`src/rtl/booth_seq_mul.sv`:
```
// -----------------------------------------------------------------------------
// booth_seq_mul
//
// Iterative 8x8 signed radix-4 Booth multiplier. One 9-bit partial-product
// decoder row (decoder_9) is reused over four cycles. Each cycle encodes the
// next multiplier triplet into neg/one/two, sign-extends and aligns the
// decoded row, and accumulates it into a 16-bit product.
//
// Ports:
//   clk        rising-edge clock
//   rst        synchronous active-high reset
//   in_valid   operand pair offered
//   in_ready   block can accept operands (IDLE only)
//   mc, mp     multiplicand / multiplier, two's complement, 8 bits
//   out_valid  product valid (DONE only)
//   out_ready  sink accepts product
//   product    signed 16-bit result mc*mp
//   busy       high in RUN or DONE
//   row        current Booth row index (debug)
// -----------------------------------------------------------------------------

// One Booth partial-product row: selects 0, +mc or +2mc and inverts for
// negative digits. The +1 completing the two's complement is added by the
// caller, so the output is a ones'-complement row.
module decoder_9 (
  input  logic [7:0] i_mc,
  input  logic       i_neg,
  input  logic       i_one,
  input  logic       i_two,
  output logic [8:0] o_dec
);

  logic [8:0] w_mag;

  // NOTE: every signal written in always_comb gets a default first so no
  // path leaves it unassigned, which would otherwise infer a latch.
  always_comb begin
    w_mag = 9'd0;
    if (i_one)      w_mag = {i_mc[7], i_mc};
    else if (i_two) w_mag = {i_mc, 1'b0};
    o_dec = w_mag ^ {9{i_neg}};
  end

endmodule

module booth_seq_mul (
  input  logic        clk,
  input  logic        rst,
  input  logic        in_valid,
  output logic        in_ready,
  input  logic [7:0]  mc,
  input  logic [7:0]  mp,
  output logic        out_valid,
  input  logic        out_ready,
  output logic [15:0] product,
  output logic        busy,
  output logic [1:0]  row
);

  typedef enum logic [1:0] {
    ST_IDLE = 2'd0,
    ST_RUN  = 2'd1,
    ST_DONE = 2'd2
  } state_t;

  state_t      r_state;
  state_t      w_state_nxt;
  logic [7:0]  r_mc;
  logic [7:0]  r_mp;
  logic [15:0] r_acc;
  logic [1:0]  r_row;

  logic [8:0]  w_mp_ext;
  logic [3:0]  w_idx;
  logic [2:0]  w_trip;
  logic        w_neg;
  logic        w_one;
  logic        w_two;
  logic [8:0]  w_dec;
  logic [15:0] w_row_val;
  logic [15:0] w_contrib;

  // Multiplier with the implicit mp[-1]=0 appended, so row i reads bits
  // [2i+2:2i] of this vector as its triplet.
  assign w_mp_ext = {r_mp, 1'b0};
  assign w_idx    = {1'b0, r_row, 1'b0};
  assign w_trip   = w_mp_ext[w_idx +: 3];

  // Radix-4 Booth encoder. 111 maps to a plain zero (neg=0) so that an
  // all-ones run does not add a stray +1.
  always_comb begin
    w_neg = 1'b0;
    w_one = 1'b0;
    w_two = 1'b0;
    case (w_trip)
      3'b001, 3'b010: w_one = 1'b1;
      3'b011:         w_two = 1'b1;
      3'b100: begin
        w_neg = 1'b1;
        w_two = 1'b1;
      end
      3'b101, 3'b110: begin
        w_neg = 1'b1;
        w_one = 1'b1;
      end
      default: ;
    endcase
  end

  decoder_9 u_dec (
    .i_mc  (r_mc),
    .i_neg (w_neg),
    .i_one (w_one),
    .i_two (w_two),
    .o_dec (w_dec)
  );

  // Sign-extend the ones'-complement row, add neg to finish the negation,
  // then align to weight 4^i.
  assign w_row_val = {{7{w_dec[8]}}, w_dec} + {15'd0, w_neg};
  assign w_contrib = w_row_val << {r_row, 1'b0};

  // NOTE: sequential state uses non-blocking assignments so every register
  // samples pre-edge values regardless of statement order.
  always_ff @(posedge clk) begin
    if (rst) r_state <= ST_IDLE;
    else     r_state <= w_state_nxt;
  end

  always_comb begin
    w_state_nxt = r_state;
    in_ready    = 1'b0;
    out_valid   = 1'b0;
    busy        = 1'b1;
    case (r_state)
      ST_IDLE: begin
        in_ready = 1'b1;
        busy     = 1'b0;
        if (in_valid) w_state_nxt = ST_RUN;
      end
      ST_RUN: begin
        if (r_row == 2'd3) w_state_nxt = ST_DONE;
      end
      ST_DONE: begin
        out_valid = 1'b1;
        if (out_ready) w_state_nxt = ST_IDLE;
      end
      default: begin
        w_state_nxt = ST_IDLE;
        busy        = 1'b0;
      end
    endcase
  end

  // Datapath. Operands are captured only on accept, so input changes while
  // busy cannot disturb the running multiply. The row counter wraps 3->0 as
  // the block enters DONE.
  always_ff @(posedge clk) begin
    if (rst) begin
      r_mc  <= 8'd0;
      r_mp  <= 8'd0;
      r_acc <= 16'd0;
      r_row <= 2'd0;
    end else begin
      case (r_state)
        ST_IDLE: begin
          if (in_valid) begin
            r_mc  <= mc;
            r_mp  <= mp;
            r_acc <= 16'd0;
            r_row <= 2'd0;
          end
        end
        ST_RUN: begin
          r_acc <= r_acc + w_contrib;
          r_row <= r_row + 2'd1;
        end
        default: ;
      endcase
    end
  end

  assign product = r_acc;
  assign row     = r_row;

endmodule

```
`config.mk`:
```
export PLATFORM = sky130hd
export DESIGN_NAME = booth_seq_mul
export DESIGN_NICKNAME = d
export VERILOG_FILES = /design/src/rtl/booth_seq_mul.sv
export SDC_FILE = /design/constraint.sdc
export NUM_CORES = 1
export LEC_CHECK = 0
export ABC_AREA = 1
export ABC_CLOCK_PERIOD_IN_PS = 5800
export CORE_MARGIN = 3
export CORE_UTILIZATION = 55
export DETAILED_ROUTE_END_ITERATION = 16
export PLACE_DENSITY = 0.91
export SYNTH_ARGS = -nofsm -noshare
export SYNTH_HDL_FRONTEND = slang
export SYNTH_SLANG_ARGS = --single-unit
```
`constraint.sdc`:
```
create_clock -name clk -period 5.8 [get_ports clk]
set_input_delay 1.74 -clock clk [delete_from_list [all_inputs] [get_ports clk]]
set_output_delay 1.74 -clock clk [all_outputs]
set_load 0.1 [all_outputs]
```
* Word level (Yosys, flattened, before mapping)
Index checks and enable logic that the tools add are counted.
Word-level totals: bits of input ports 20, bits in registers 36
Operators by class: shift operators 2, equality and inequality tests 12, add/sub/neg operators 3, reduce and logical (&&, ||, !) cells 9, muxes and demuxes 16, bitwise operators 1
Operator list (count):
- $pmux W16 S2 | 1
- $mux W9 | 2
- $add A16 B16 Y16 | 1
- $mux W16 | 1
- $shl A16 B3 Y16 | 1
- $add A9 B2 Y10 | 1
- $eq A3 B3 Y1 const B | 3
- $shiftx A9 B4 Y3 | 1
- $xor A9 B9 Y9 | 1
- $mux W2 | 4
- $eq A3 B2 Y1 const B | 2
- $mux W1 | 6
- $ne A2 B2 Y1 const B | 3
- $pmux W2 S3 | 1
- $eq A2 B2 Y1 const B | 2
- $pmux W2 S2 | 1
- $reduce_and A2 Y1 | 2
- $reduce_or A2 Y1 | 2
- $reduce_or A4 Y1 | 1
- $eq A3 B1 Y1 const B | 1
- $reduce_and A3 Y1 | 1
- $reduce_or A3 Y1 | 1
- $add A2 B1 Y2 const B | 1
- $eq A2 B1 Y1 const B | 1
- 2 further kinds | 2

* Longest topological paths before layout
depth in word-level cells 11, mapped depth 31, gate-level depth less buffers 30

* Cells and area by module
From an unflattened synthesis, not the netlist that was laid out.
Unflattened totals: cells, all modules 500, area, all modules 3089.2 um^2
Modules (own cells, without submodules):
- booth_seq_mul | instances 1, cells each 445, area an instance 2800.2 um^2, seq. area each 720.7 um^2
- decoder_9 | instances 1, cells each 55, area an instance 289.0 um^2, seq. area each 0.0 um^2

* Least setup slack after synthesis
OpenSTA, ideal clock, no wires.
path kind flip-flop to flip-flop, start register r_row[0], in the netlist row[0], end register r_acc[10], in the netlist product[10], path slack 554 ps, cell stages (with the launch flop) 27, setup time 132 ps, period minus slack after synthesis 5246 ps, arrival 5114 ps, required time 5668 ps, path through dfxtp_1 > buf_4 > nand2_1 > a32oi_1 > inv_1 > ha_1 > buf_4 > clkbuf_1 > nand2_1 > o21ai_1 > xor2_1 > ha_1 > xor2_1 > nor2_1 > a31oi_1 > nor2_1 > ha_1 > a21oi_1 > o21ai_0 > nand2_1 > nand2_1 > a21oi_1 > o21ai_0 > a21oi_1 > or2_2 > nand3_1 > a21oi_1
Between the ends: word-level cells in the longest chain between the ends 11, elaborated cells between the ends (all ways) 20, those cells by class add/sub (2); eq/ne (6); shift (2); mux (6); bitwise (1); reduce/logical (3)
RTL lines:
- start: declaration | RTL line 71 | logic [1:0] r_row;
- start signal: assignment | RTL line 176 | r_row <= r_row + 2'd1;
- $shiftx A9 B4 Y3 | RTL line 87 | assign w_trip = w_mp_ext[w_idx +: 3];
- $eq A3 B3 Y1 / $eq A3 B2 Y1 (equally long branches) | RTL line 95 | case (w_trip)
- $reduce_or A2 Y1 (no line)
- $mux W1 | RTL line 95
- $mux W9 | RTL line 40 | else if (i_two) w_mag = {i_mc, 1'b0};
- $mux W9 | RTL line 39 | if (i_one) w_mag = {i_mc[7], i_mc};
- $xor A9 B9 Y9 | RTL line 41 | o_dec = w_mag ^ {9{i_neg}};
- $add A9 B2 Y10 | RTL line 120 | assign w_row_val = {{7{w_dec[8]}}, w_dec} + {15'd0, w_neg};
- $shl A16 B3 Y16 (*) | RTL line 121 | assign w_contrib = w_row_val << {r_row, 1'b0};
- $add A16 B16 Y16 (*) | RTL line 175 | r_acc <= r_acc + w_contrib;
- $pmux W16 S2 (*) | RTL line 165 | case (r_state)
- end signal: assignment | RTL line 175
- end: declaration | RTL line 70 | logic [15:0] r_acc;
Mark *: on every way between the ends. The rest lies on a longest branch, timed or not. A chain may end at the register's enable or synchronous reset.

* Worst setup path in the final report
Ends and elaborated chain as after synthesis.

==> results.md <==
* Setup Viol. Count Final at 0
* Post-Synthesis Cell Area at around 0.0030 sq mm
* Vias at roughly 3100
* Outcome: complete, no violations
* Gpl congestion at just over 0.9
* Htree depth at 2
* Filler cells at 460
* Layout area overhead at 18.38%
* Top cells by area, synth: dfxtp_1 24%, nand2_1 16%, ha_1 11%, a21oi_1 8.3%, nand3_1 6.7%
* Max Cap Viol at 0
* Pins Over Slew Limit at 0
* Critical Path AT at roughly 5500 ps
* Max Fclk at 0.1883 GHz
* Core area at 0.005205 sq mm
* Worst EP required at roughly 6000 ps
* Post-synth EDFFs at 0
* Setup TNS at 0 ps
* Place WS at approximately 560 ps
* Final min period at 5312 ps
* Clk sinks at 36
* Crit Path Category: flip-flop to flip-flop
* Clock Tree Root: clkbuf_8
* Largest net degree at the start of global routing at 37
* HPWL after DPL at roughly 5600 um
* CTS tree: yes
* Die Y at between 70 and 80 um
* Die X at around 80 um
* Ports at 41
* Peak VDD IR at ~0.67 mV
* Routed Wire Length at 7329 um
* Crit Path Max Fanout at 18
* Synth Register Bits at 36
* Post-CTS Repair Setup Buffers at 0
* Vias in the first global route at ~3000
* Tcrit/Tclk final at 91.59%
* Worst clock skew at between 7 and 8 ps
* Area leader, netlist: dfxtp_1
* Skew-Pair Late Insertion Delay at approximately 300 ps
* DRC viols at 0
* # nets final at roughly 540
* Post-synth top area share at between 20% and 30%
* Synth Warn # at 0
* Cts bufs inserted at 5
* Sequential-to-total area share from yosys stat at approximately a quarter
* Post-Syn Nets at slightly above 500
* Setup ws final at about 500 ps
* GRT overflow at 0
* Pwr Density at 634.3 mW/mm^2
* Die area at ~0.0064 sq mm
* Max Root-Sink Buffers at 2
* Initial core utilization at 57.67%
* Startpoint types: flip-flop
* DR pass1 iterations at 5
* RSZ-0062 raised after global routing: false
* Total track usage at about 24%
* Initial antenna violation count at 0
* Row count at 26
* Count of input and output buffers at 40
* Distinct cell type count after synthesis at 45
* Post-DR wirelength/cell at approximately 13 um
* Fraction of layout cells with a size suffix above 1 at approximately a tenth
* Ys async rst share at 0%
* Max_slew headroom at about 34%
* Avg Vias per Cell at about 5.5
* Final Hold Viols at 0
* Routed Antenna Nets at 0
* Hold crit path type: flip-flop to flip-flop
* Worst-Margin Slew at approximately 980 ps
* Post-Syn Instances at 461
* Starting DRT DRC Count at between 200 and 250
* Most used DFF post-synth: dfxtp_1
* Worst-path clk slew at approximately 80 ps
* Crit. End Element: flip-flop
* Leakage at about 1.6 nW
* Ant diodes at 0
* First-pass GRT wire length at 12630 um
* Mapped Avg Cell Area at 6.511 sq um
==> per-stage QoR <==
| step | hold slack [ps] | power (W) | cell area (sq um) | cells | utilization, % |
|---|---|---|---|---|---|
| 2_1_floorplan | 445.4 | 0.001688 | 3002 | 461 | - |
| 3_3_place_gp | 456.1 | 0.001957 | 3436 | 558 | 66.01 |
| 3_5_place_dp | 458.2 | 0.001998 | 3436 | 558 | 66.01 |
| 4_1_cts | 471.0 | 0.002243 | 3551 | 566 | 68.22 |
| 5_1_grt | 515.8 | 0.002454 | 3553 | 566 | 68.27 |
| 6_report | 475.6 | 0.002254 | 3553 | 566 | 68.27 |
==> cell usage in the layout, fill, tap and decap left out, types with 4 or more instances in the layout <==
cell               n
nand3_1           40
o21ai_1            6
nor2_1            22
dfxtp_1           36
a211oi_1          11
xor2_1             5
nand2_1          127
nand2_2           12
a21oi_1           50
clkdlybuf4s50_1   40
inv_1             42
o21ai_0           23
clkbuf_8           5
nor3_1             4
ha_1              25
==> report_power, final <==
group | leakage [nW] | internal (W) | switching, W
clock network | 0.0548 | 0.000130 | 0.000102
registers | 0.294 | 0.000309 | 0.0000530
logic | 1.23 | 0.000489 | 0.00117
==> critical path, cell delays in order (launching register included) <==
cell and delay [ps]:
dfxtp_1 400, inv_2 250, nand2_1 80, a32oi_1 290, inv_1 130, ha_2 400, inv_1 160, nand2_1 60
o21ai_1 320, xor2_1 190, ha_1 260, xor2_1 230, nor2_1 60, a31oi_1 270, nor2_1 100, ha_1 350
a21oi_1 90, o21ai_0 300, nand2_1 80, nand2_1 80, a21oi_1 100, o21ai_0 340, a21oi_1 190, or2_2 310
nand3_1 70, a21oi_1 70
==> final cells by class <==
cell class | instances | area [sq um] | share of cell area, %
Clock buffer | 5 | 68.82 | 1.937
Tap cell | 70 | 87.58 | 2.465
Clock inverter | 3 | 46.29 | 1.303
Sequential cell | 36 | 720.7 | 20.28
Timing Repair Buffer | 43 | 422.9 | 11.90
Inverter | 48 | 187.7 | 5.282
Multi-Input combinational cell | 361 | 2019 | 56.83
==> synthesized netlist by cell type (2+ instances only) <==
| master | number |
|---|---|
| a211oi_1 | 11 |
| a21o_1 | 2 |
| a21oi_1 | 50 |
| a21oi_2 | 2 |
| a31oi_1 | 2 |
| buf_1 | 2 |
| buf_4 | 2 |
| clkbuf_1 | 10 |
| dfxtp_1 | 36 |
| ha_1 | 26 |
| inv_1 | 42 |
| inv_2 | 3 |
| nand2_1 | 127 |
| nand2_2 | 12 |
| nand3_1 | 40 |
| nand3_2 | 3 |
| nand4_1 | 2 |
| nor2_1 | 22 |
| nor2_2 | 3 |
| nor3_1 | 4 |
| nor3_2 | 2 |
| o21ai_0 | 23 |
| o21ai_1 | 6 |
| o31ai_1 | 2 |
| or2_2 | 3 |
| xor2_1 | 5 |
==> cell families (layout without fill, tap and decap cells) <==
| group | Yosys count | in the layout | synth area share (%) |
|---|---|---|---|
| adder cells (fa/ha/maj) | 27 | 27 | 11.50 |
| buffers and inverters | 64 | 99 | 8.795 |
| flip-flops | 36 | 36 | 24.01 |
| AO/OA/AOI/OAI | 107 | 107 | 20.80 |
| AND/OR/NAND/NOR | 222 | 222 | 33.43 |
| XOR/XNOR | 5 | 5 | 1.459 |
==> what timing repair did <==
action	in CTS	in global routing
endpoints found under the hold margin	0	0
gates resized for setup	0	1
hold buffers	0	0
setup endpoints to repair	0	2
==> path summary, 6_finish.rpt <==
path | start | to | slack, ps | cells after the start
worst min register to register | r_mp[6] | r_mp[6] | 480 | 2
worst max-delay path | row[0] | product[10] | 490 | 25
worst min-delay path | r_mp[6] | r_mp[6] | 480 | 2
worst max register to register | row[0] | product[10] | 490 | 25
==> sequential cells by signal, summed over array words and instances (netlist names) <==
name,count
r_mc,8
r_state,2
row,2
r_mp,8
product,16
==> metal layers <==
metal | vias up | wire [um] | track usage [%]
met4 | 0 | 127 | 9.628
met3 | 17 | 335 | 4.176
met1 | 1394 | 3387 | 29.67
met5 | - | 0 | 0
met2 | 96 | 3478 | 41.40
li1 | 1608 | - | -
Note: power is estimated with default switching activity, not from simulation.
